===== src/rtl/bg_scroll_fetch.sv =====
// Background ROM address generator with horizontal room-scroll FSM.
// Optional BG_BORDER_EN forces a one-pixel black frame on the screen edge.
module bg_scroll_fetch #(
  parameter int IMG_W     = 160,
  parameter int IMG_H     = 120,
  parameter int SCALE_SH  = 2,
  parameter int NUM_ROOMS = 4,
  parameter int STEP      = 4,
  parameter int ADDR_W    = 17,
  localparam int RW = (NUM_ROOMS > 1) ? $clog2(NUM_ROOMS) : 1
) (
  input  logic              Clk,
  input  logic              Reset,
  input  logic [9:0]        DrawX,
  input  logic [9:0]        DrawY,
  input  logic              display_en,
  input  logic              frame_tick,
  input  logic              scroll_req,
  input  logic              scroll_dir,
  output logic [ADDR_W-1:0] rom_addr,
  input  logic [4:0]        rom_data,
  output logic [4:0]        pal_index,
  output logic              pal_valid,
  output logic              busy,
  output logic              scroll_done,
  output logic [RW-1:0]     room
);

  localparam int STRIP_W = IMG_W * NUM_ROOMS;
  localparam int XW = $clog2(STRIP_W + 1);
  localparam int MW = $clog2(IMG_W + 1);

  localparam logic [9:0] CX_MAX = 10'(IMG_W - 1);
  localparam logic [9:0] CY_MAX = 10'(IMG_H - 1);
  localparam logic [ADDR_W-1:0] SW_A = ADDR_W'(STRIP_W);
  localparam logic [MW-1:0] IMG_W_M = MW'(IMG_W);
  localparam logic [MW-1:0] STEP_M = MW'(STEP);
  localparam logic [RW-1:0] LAST_ROOM = RW'(NUM_ROOMS - 1);

  typedef enum logic {IDLE, SCROLL} state_t;

  state_t            state, state_n;
  logic [XW-1:0]     x_off, x_off_n;
  logic [MW-1:0]     moved, moved_n;
  logic [MW-1:0]     rem, d;
  logic              dir, dir_n;
  logic [RW-1:0]     room_n;
  logic              busy_n, done_n;

  logic [9:0]        cx, cy, cx_c, cy_c;
  logic [ADDR_W-1:0] addr_n;
  logic              en_d1, en_d2;

  // Clamp the room-local coordinate so the strip is never overrun
  always_comb begin
    cx = DrawX >> SCALE_SH;
    cy = DrawY >> SCALE_SH;
    cx_c = (cx > CX_MAX) ? CX_MAX : cx;
    cy_c = (cy > CY_MAX) ? CY_MAX : cy;
    addr_n = ADDR_W'(cy_c) * SW_A
           + ADDR_W'(cx_c)
           + ADDR_W'(x_off);
  end

  always_comb begin
    state_n = state;
    x_off_n = x_off;
    moved_n = moved;
    dir_n   = dir;
    room_n  = room;
    busy_n  = busy;
    done_n  = 1'b0;
    rem     = IMG_W_M - moved;
    d       = (rem < STEP_M) ? rem : STEP_M;
    unique case (state)
      IDLE: begin
        if (scroll_req &&
            ((!scroll_dir && room < LAST_ROOM) ||
             (scroll_dir && room != '0))) begin
          dir_n   = scroll_dir;
          moved_n = '0;
          busy_n  = 1'b1;
          state_n = SCROLL;
        end
      end
      SCROLL: begin
        if (frame_tick) begin
          x_off_n = dir ? x_off - XW'(d)
                        : x_off + XW'(d);
          moved_n = moved + d;
          if (moved + d == IMG_W_M) begin
            room_n  = dir ? room - RW'(1)
                          : room + RW'(1);
            busy_n  = 1'b0;
            done_n  = 1'b1;
            state_n = IDLE;
          end
        end
      end
      default: state_n = IDLE;
    endcase
  end

  always_ff @(posedge Clk) begin
    if (Reset) begin
      state       <= IDLE;
      x_off       <= '0;
      moved       <= '0;
      dir         <= 1'b0;
      room        <= '0;
      busy        <= 1'b0;
      scroll_done <= 1'b0;
    end else begin
      state       <= state_n;
      x_off       <= x_off_n;
      moved       <= moved_n;
      dir         <= dir_n;
      room        <= room_n;
      busy        <= busy_n;
      scroll_done <= done_n;
    end
  end

`ifdef BG_BORDER_EN
  localparam logic [9:0] XLAST = 10'((IMG_W << SCALE_SH) - 1);
  localparam logic [9:0] YLAST = 10'((IMG_H << SCALE_SH) - 1);

  logic [9:0] x_d1, x_d2, y_d1, y_d2;
  logic       on_edge;

  assign on_edge = (x_d2 == '0) || (x_d2 == XLAST) ||
                   (y_d2 == '0) || (y_d2 == YLAST);

  always_ff @(posedge Clk) begin
    if (Reset) begin
      x_d1 <= '0;
      x_d2 <= '0;
      y_d1 <= '0;
      y_d2 <= '0;
    end else begin
      x_d1 <= DrawX;
      x_d2 <= x_d1;
      y_d1 <= DrawY;
      y_d2 <= y_d1;
    end
  end
`endif

  always_ff @(posedge Clk) begin
    if (Reset) begin
      rom_addr  <= '0;
      en_d1     <= 1'b0;
      en_d2     <= 1'b0;
      pal_index <= '0;
      pal_valid <= 1'b0;
    end else begin
      rom_addr  <= addr_n;
      en_d1     <= display_en;
      en_d2     <= en_d1;
      pal_valid <= en_d2;
`ifdef BG_BORDER_EN
      pal_index <= !en_d2 ? 5'd0 :
                   on_edge ? 5'd11 : rom_data;
`else
      pal_index <= en_d2 ? rom_data : 5'd0;
`endif
    end
  end

endmodule


===== config.mk =====
export PLATFORM = sky130hd
export DESIGN_NAME = bg_scroll_fetch
export DESIGN_NICKNAME = d
export VERILOG_FILES = /design/src/rtl/bg_scroll_fetch.sv
export SDC_FILE = /design/constraint.sdc
export NUM_CORES = 1
export LEC_CHECK = 0
export CORE_UTILIZATION = 50
export CTS_CLUSTER_SIZE = 28
export DETAILED_ROUTE_END_ITERATION = 8
export DONT_BUFFER_PORTS = 1
export GPL_ROUTABILITY_DRIVEN = 0
export GPL_TIMING_DRIVEN = 0
export MAX_ROUTING_LAYER = met4
export PLACE_DENSITY = 0.64
export SYNTH_ARGS = -nofsm -noshare
export SYNTH_HDL_FRONTEND = slang
export SYNTH_SLANG_ARGS = --single-unit

===== constraint.sdc =====
create_clock -name Clk -period 11.6 [get_ports Clk]
set_clock_uncertainty 0.15 [all_clocks]
set_input_delay 1.74 -clock Clk [delete_from_list [all_inputs] [get_ports Clk]]
set_output_delay 1.74 -clock Clk [all_outputs]
set_load 0.02 [all_outputs]

======== Word level (Yosys, flattened, before mapping) ========
Cells that the tools add are included.
storage, ports and cells
  register bits ........................... 49
  bits in latches ......................... 0
  memory bits (writable) .................. 0
  ROM bits ................................ 0
  input port bits ......................... 31
  output and inout port bits .............. 27
  word-level logic and storage cells ...... 62
  memories kept ........................... 0
operators by class
  $add $sub $neg .......................... 8
  multiply operators ...................... 1
  divide/modulo/power cells ............... 0
  magnitude comparators ................... 4
  eq/ne operators ......................... 4
  shifts and indexed selects .............. 0
  muxes and demuxes ....................... 17
  bitwise gates (word level) .............. 3
  reduce and logical (&&, ||, !) cells .... 13
operators by type and width
  kind                    number
  $mux W8                 5
  $add A17 B10 Y17        1
  $add A17 B8 Y17         1
  $pmux W8 S2             1
  $add A10 B8 Y10         1
  $mul A8 B3 Y10 const B  1
  $mux W10                1
  $sub A10 B8 Y10         1
  $add A8 B8 Y8           1
  $eq A8 B8 Y1 const B    1
  $gt A8 B7 Y1 const B    1
  $gt A8 B8 Y1 const B    1
  $lt A8 B3 Y1 const B    1
  $sub A8 B8 Y8 const A   1
  $mux W1                 7
  $reduce_and A2 Y1       3
  $reduce_and A3 Y1       2
  $ne A2 B2 Y1 const B    2
  $pmux W1 S2             2
  $logic_and A1 B1 Y1     3
  $not A1 Y1              3
  $reduce_or A3 Y1        1
  $add A2 B1 Y2 const B   1
  $lt A2 B2 Y1 const B    1
  7 further kinds         7

======== Depth between registers and ports, before layout ========
Gate-level depths: netlist of run 1.
  depth after elaboration ................. 8
  depth in mapped cells ................... 21
  gate-level depth less buffers ........... 19

======== Least setup slack after synthesis of run 1 ========
No wires, ideal clock.
  path kind ............................... input -> register
  start point ............................. input port DrawX[8]
  end point ............................... register rom_addr[15]
  setup time .............................. 0.128 ns
  data arrival time ....................... 4.490 ns
  data required time ...................... 11.322 ns
  slack ................................... 6.832 ns
  cell stages on the path ................. 13
  buffers on the path ..................... 0
  cell sequence ........................... o21ai_0 nand2b_1 ha_1 ha_1 fa_1 a21o_1 a21oi_1 o21bai_1 a2111oi_0 o41ai_1 nand2_1 xor2_1 nor2_1
on the way
  cells in the longest elaborated chain, start to end .. 4
RTL lines
  element               RTL line  text
  start, declared       14        input logic [9:0] DrawX,
  $gt A8 B8 Y1          58        cx_c = (cx > CX_MAX) ? CX_MAX : cx;
  $mux W8 *             58
  $add A17 B8 Y17 *     61        + ADDR_W'(cx_c)
  $add A17 B10 Y17 *    62        + ADDR_W'(x_off);
  end signal, assigned  157       rom_addr <= addr_n;
  end, declared         20        output logic [ADDR_W-1:0] rom_addr,
Every way passes the cells marked *; elsewhere a longest branch is shown, timed or not.
A chain may end at the register's enable or synchronous reset.

======== Final worst setup path of run 1 ========
Same ends and word-level chain as after synthesis.

==> results of run 1 <==
==> how the worst max path moves through the flow <==
stage | to | slack, ps | depth (start not counted)
floorplan | rom_addr[15] | 6830 | 13
global placement | rom_addr[15] | 6220 | 13
detailed placement | rom_addr[15] | 6200 | 13
CTS | rom_addr[15] | 6510 | 13
global route | rom_addr[15] | 6200 | 13
finish | rom_addr[15] | 6530 | 13
==> worst max-delay path: stages <==
cell	delay, ps
o21ai_0	490
nand2b_1	120
ha_1	290
ha_1	230
fa_1	410
a21o_1	170
a21oi_1	220
o21bai_1	120
a2111oi_0	660
o41ai_1	310
nand2_1	140
xor2_1	150
nor2_1	50
==> cell families after synthesis <==
logic type      count (synthesis)  synth area share, %
mux                             2               0.5585
fa+ha+maj                      48                17.52
compound gates                101                20.24
buf+inv                        54                6.387
other cells                     1               0.1046
xor+xnor                       27                6.806
flops                          49                27.36
simple gates                  144                21.01
==> layout make-up <==
class | count | area, um2
Clock inverter | 3 | 26.28
Fill cell | 656 | 3069
Inverter | 36 | 135.1
Multi-Input combinational cell | 323 | 2375
Buffer | 18 | 93.84
Tap cell | 96 | 120.1
Clock buffer | 5 | 68.82
Sequential cell | 49 | 980.9
==> sequential cells by signal, indices dropped and copies added (netlist names) <==
signal / flops
busy: 1
dir: 1
en_d1: 1
en_d2: 1
moved: 8
pal_index: 5
pal_valid: 1
rom_addr: 17
room: 2
scroll_done: 1
state: 1
x_off: 10
==> per-layer routing <==
metal | global-route usage (%) | vias to the layer above
li1 | - | 1508
met1 | 25.69 | 1360
met2 | 32.83 | 67
met3 | 3.048 | 10
met4 | 5.758 | 0
met5 | - | -
==> through the flow <==
step           utilization [%]  hold WS, ps  worst slack [ps]  std cells  instance area (um2)
3_5_place_dp             53.93        285.6              6199        522                 3705
5_1_grt                  55.32        309.6              6203        530                 3800
2_1_floorplan                -        263.8              6832        426                 3585
4_1_cts                  55.32        305.4              6507        530                 3800
6_report                 55.32        302.9              6533        530                 3800
3_3_place_gp             53.93        276.4              6216        522                 3705
==> power by group through the flow <==
stage / Combinational (uW) / Sequential (uW) / Clock [uW]
2_1_floorplan: 66.7 / 199 / 0
3_3_place_gp: 79.2 / 201 / 0
3_5_place_dp: 80.4 / 201 / 0
4_1_cts: 81.0 / 198 / 112
5_1_grt: 92.0 / 199 / 118
6_report: 80.9 / 197 / 107
==> Yosys cell counts, drive strengths merged (2+ instances only) <==
library cell / count / share of area (%)
a311oi: 4 / 0.98
a31oi: 3 / 0.52
a41o: 3 / 0.84
ha: 43 / 15
a2111oi: 3 / 0.73
or2: 4 / 0.70
fa: 4 / 2.2
nor3b: 3 / 0.63
o22a: 2 / 0.52
xnor2: 18 / 4.6
or3: 4 / 0.84
dfxtp: 49 / 27
a21o: 8 / 1.7
o211ai: 3 / 0.77
nor2b: 13 / 2.3
nand3: 7 / 0.98
a211oi: 3 / 0.63
a221oi: 3 / 1.1
nor4b: 2 / 0.66
and2: 11 / 1.9
and3: 4 / 0.70
a21boi: 2 / 0.42
mux2i: 2 / 0.56
nand2b: 9 / 1.6
nand2: 31 / 3.2
nor4: 4 / 0.70
o21ai: 12 / 1.7
buf: 10 / 1.8
inv: 36 / 3.8
o31ai: 3 / 0.63
nor2: 36 / 4.0
xor2: 9 / 2.2
clkbuf: 8 / 0.84
o21bai: 6 / 1.3
nor3: 11 / 1.7
a21oi: 32 / 4.9
a31o: 4 / 0.98
o221ai: 2 / 0.66
==> metrics.txt, run 1 <==
drt pass-1 iters 4; largest net degree at the start of global routing 18; diode count 0; DR vias 2,945; sequential share of power 51.2%; Max H-tree Level 2; Logic pwr share 21.0%; post-CTS sizing 0; Pwr Total 385.4 uW; number of global-route vias before repair 2,654; fin crit period 5067 ps; CTS clock-pin slew for the worst setup and hold paths 100 ps; Tot GR Track Use 20.06%; f_max 0.1974 GHz; Worst EP arrival 5100 ps; Min-Delay Path Class register to register; fin. max-slew vios 0; clock buffer depth 2; Cell Pwr Density 101.4 nW/um2; synth warn 0; flops & latches, synth 49; first-pass GRT wire length 11,650 um; final WL 7239 um; DP HPWL 5477 um; layout cell share with drive strength beyond 1 8.756%; Initial DRC Count 130; DIE HEIGHT 86.67 um; Critical Path Sink Type register; initial antenna violation count 0; CP Launch Point DrawX[8]; final antenna-violating net count 0; largest fanout on the critical path 5; Final Hold Vio Count 0; internal power 258.8 uW; Die ar. 7512 um2; CTS tree built; nets 511; Leak 0.001591 uW; Die Span X 86.67 um; Sw Share 32.86%; Cells after Synth 426; FF-to-FF End x_off[7]; met2 WL post-DR 3432 um; clk_lat worst skew 300 ps; r2r setup slk 7100 ps; async set or reset register ratio after synthesis 0%; drc violations 0; Post-synth EDFFs 0; Top FF cell, synth dfxtp_1; CP Launch Type primary input; worst r2r path cells 21; RR Startpoint moved[1]; most frequent cells in the layout dfxtp_1, ha_1, inv_1, nor2_1, nand2_1; Cell Rows 30; setup TNS 0 ps; # Max-Cap Violations 0; sw power 126.7 uW; mean area per synthesized cell 8.415 um2; status finished, final reports clean; hold path cells 1; Clock power frac 27.8%; sequential fraction of the synthesis area 27.36%; normalized max-slew margin 49.22%; transition time of the tightest slew-check pin 751.8 ps; root buffer cell clkbuf_8; Synth Net Count 504; Synth-to-Final Area Change 6.003%; final number of setup-violating endpoints 0; core box area 6869 um2; commonest non-fill, non-tap cell in the layout dfxtp_1; Setup CP Type primary input to register; RSZ-0062 raised after global routing false; met3 WL 248 um; CTS buffer count 5; fin crit share 43.68%; grt total ovfl 0; hold path startpoint en_d1; DR vias/cell 5.557; Clock Sinks 49; IO buf count 0; Max IR drop VDD 0.06491 mV; Worst Path Required 11,630 ps; post-CTS setup repair buffer count 0; # hold bufs at CTS 0; Top Metal Used met4; Cell Area, Synth 3585 um2; Ports 58; M1 WL 3450 um; Worst Hold End en_d2; Starting Density 52.19%; Avg WL per Cell 13.66 um; synth unique cells 70
Note: power is estimated with default switching activity, not from simulation.
==> inputs of run 2 (changes only) <==
==> constraint.sdc (replaced) <==
create_clock -name Clk -period 5.15 [get_ports Clk]
set_clock_uncertainty 0.15 [all_clocks]
set_input_delay 0.7725 -clock Clk [delete_from_list [all_inputs] [get_ports Clk]]
set_output_delay 0.7725 -clock Clk [all_outputs]
set_load 0.02 [all_outputs]
==> results of run 2 <==
The final DEF is identical to that of run 1. Status: finished, final reports clean.
Among the figures that moved: setup slack after placement 6199 ps -> 695.8 ps; setup slack after layout 6533 ps -> 652.5 ps; start point of the critical path DrawX[8] -> moved[1]; end point of the critical path rom_addr[15] -> x_off[7]; register-to-register setup slack 7100 ps -> 650 ps; total power 385.4 uW -> 868.1 uW; worst IR drop on VDD 0.06491 mV -> 0.1462 mV
==> inputs of run 3 (changes only) <==
--- a/config.mk
+++ b/config.mk
@@ -10,7 +10,7 @@
 export DETAILED_ROUTE_END_ITERATION = 8
 export DONT_BUFFER_PORTS = 1
 export GPL_ROUTABILITY_DRIVEN = 0
-export GPL_TIMING_DRIVEN = 0
+export GPL_TIMING_DRIVEN = 1
 export MAX_ROUTING_LAYER = met4
 export PLACE_DENSITY = 0.64
 export SYNTH_ARGS = -nofsm -noshare
==> run 3 against run 2 <==
Against the previous run: register-to-register slack worse by 20 ps; critical path depth is 2 lower; die area stayed put; critical path type unchanged; wire length is 7.8% lower; worst setup slack worse by 21 ps; via count is 4.4% lower; critical endpoint is now x_off[8]; worst hold slack worse by 1.7 ps.
==> metrics.txt, run 3 (synthesized netlist as in run 1, its figures left out) <==
status finished, final reports clean (unchanged); fin crit period 4519 ps (was 4497 ps); commonest non-fill, non-tap cell in the layout dfxtp_1 (unchanged); Regs by FF count rom_addr (17), x_off (10), moved (8) (unchanged); Synth-to-Final Area Change 3.874% (was 6.003%); clk_lat worst skew 300 ps (about the same); diode count 0 (unchanged); CTS buffer count 5 (unchanged); f_max 0.2213 GHz (was 0.2223 GHz); post-CTS sizing 0 (unchanged); IO buf count 0 (unchanged); fin crit share 87.75% (was 87.33%); DP HPWL 4972 um (was 5477 um); CP top delay family compound AO/OA/AOI/OAI gates (unchanged); drc violations 0 (unchanged); Ports 58 (unchanged); core box area 6869 um2 (unchanged); CTS tree built (unchanged); nets 493 (was 511); Max H-tree Level 2 (unchanged); root buffer cell clkbuf_8 (unchanged); transition time of the tightest slew-check pin 732.1 ps (was 751.8 ps); max FFs per register 17 (unchanged); CTS clock-pin slew for the worst setup and hold paths 90 ps (was 100 ps); DR vias 2,816 (was 2,945); Final Hold Vio Count 0 (unchanged); first-pass GRT wire length 11,540 um (was 11,650 um); # Max-Cap Violations 0 (unchanged); Tot GR Track Use 19.49% (was 20.06%); final WL 6677 um (was 7239 um); initial antenna violation count 0 (unchanged); CP Launch Type register (unchanged); Die Span X 86.67 um (unchanged); DR vias/cell 5.500 (was 5.557); Avg WL per Cell 13.04 um (was 13.66 um); Die ar. 7512 um2 (unchanged); Cell Rows 30 (unchanged); largest net degree at the start of global routing 53 (was 18); post-CTS setup repair buffer count 0 (unchanged); drt pass-1 iters 4 (unchanged); Clock Sinks 49 (unchanged); Slowest-stage cell, CP dfxtp_1 (was or3b_1); Cell Pwr Density 239.5 nW/um2 (was 228.5 nW/um2); Critical Path Sink Type register (unchanged); Min-Delay Path Class register to register (unchanged); number of global-route vias before repair 2,695 (was 2,654); fin. max-slew vios 0 (unchanged); final antenna-violating net count 0 (unchanged); DIE HEIGHT 86.67 um (unchanged); Setup CP Type register to register (unchanged); normalized max-slew margin 49.93% (was 49.22%); Starting Density 52.19% (unchanged); final number of setup-violating endpoints 0 (unchanged); max incr delay on CP 560 ps (was 390 ps); # hold bufs at CTS 0 (unchanged); Initial DRC Count 105 (was 130); FILL cells 653 (was 656); Max IR drop VDD 0.1210 mV (was 0.1462 mV); Leak 0.001555 uW (was 0.001591 uW); Worst Path Required 5190 ps (was 5180 ps); grt total ovfl 0 (unchanged); setup TNS 0 ps (unchanged); Hold Slack 301.2 ps (was 302.9 ps); Seq. cell area 980.9 um2 (unchanged); Worst path most repeated cell a21oi_1; area of the multi-input gates 2375 um2 (unchanged); register bank with the most flops rom_addr (unchanged); Worst EP arrival 4560 ps (was 4530 ps); crit path buf inv count 1 (was 3); Pwr Total 891.9 uW (was 868.1 uW); RSZ-0062 raised after global routing false (unchanged); largest fanout on the critical path 12 (was 10); most frequent cells in the layout dfxtp_1, ha_1, inv_1, nor2_1, nand2_1 (unchanged); clock buffer depth 2 (unchanged); crit-path cells inv_1 -> ha_1 -> or3b_1 -> a32oi_1 -> o22a_2 -> nor2_4 -> nand2_1 -> ha_1 -> nor2b_1 -> a31oi_1 -> fa_1 -> a21o_1 -> a21oi_1 -> o21bai_1 -> a21oi_1 -> o21ai_0 -> a21oi_1 -> nor4_1 -> a221o_1 (was buf_2 -> inv_1 -> ha_1 -> or3b_1 -> a32oi_1 -> o22a_2 -> nor2_4 -> buf_4 -> nand2_1 -> ha_1 -> nor2b_1 -> a31oi_1 -> ha_1 -> nor2b_1 -> o21ai_0 -> a21boi_0 -> o211ai_1 -> a21o_1 -> nor3b_1 -> o31ai_1 -> nor2b_1); layout cell share with drive strength beyond 1 7.452% (was 8.756%)
run 3: cell count changes in the layout (fill, tap and decap cells not counted):
cell        change
inv_6           +1
buf_6           -2
inv_8           -1
buf_4           -2
buf_2           -3
buf_1           -3
clkbuf_1        -8
clkinv_2        +1
bufinv_16       +1
clkinvlp_4      -2
run 3: final timing paths:
path | slack [ps] | to | depth (start not counted) | start
hold reg to reg | 300 | en_d2 | 1 | en_d1
hold / removal | 300 | en_d2 | 1 | en_d1
setup reg to reg | 630 | x_off[8] | 19 | moved[1]
setup / recovery | 630 | x_off[8] | 19 | moved[1]
run 3: metal layers:
layer,global-route usage (%),part of all wire (%),vias to the layer above
met1,24.57,49,1282
met3,3.333,3.2,9
li1,-,-,1475
met4,7.879,1.6,0
met5,-,0,-
met2,31.02,46,50
run 3: per-stage QoR:
| step | instances | instance area, um2 | util, % | worst slack (ps) |
|---|---|---|---|---|
| after CTS | 512 | 3724 | 54.21 | 621.7 |
| after floorplan | 426 | 3585 | - | 1106 |
| final | 512 | 3724 | 54.21 | 631.1 |
| after global routing | 512 | 3724 | 54.21 | 218.8 |
| after detailed placement | 504 | 3611 | 52.57 | 661.0 |
| after global placement | 504 | 3611 | 52.57 | 752.5 |
run 3: report_power, final:
group          switching (uW)  internal (uW)  leakage [uW]
clock                     132            146     0.0000585
sequential               41.1            405      0.000401
combinational            90.8           76.8       0.00109
total                     264            628       0.00155
run 3: layout make-up:
class	count	share of cell area (%)
clock buffers	5	1.848
clock inverters	3	1.176
inverters	36	3.629
multi-input cells	323	63.78
flip-flops and latches	49	26.34
well taps	96	3.226
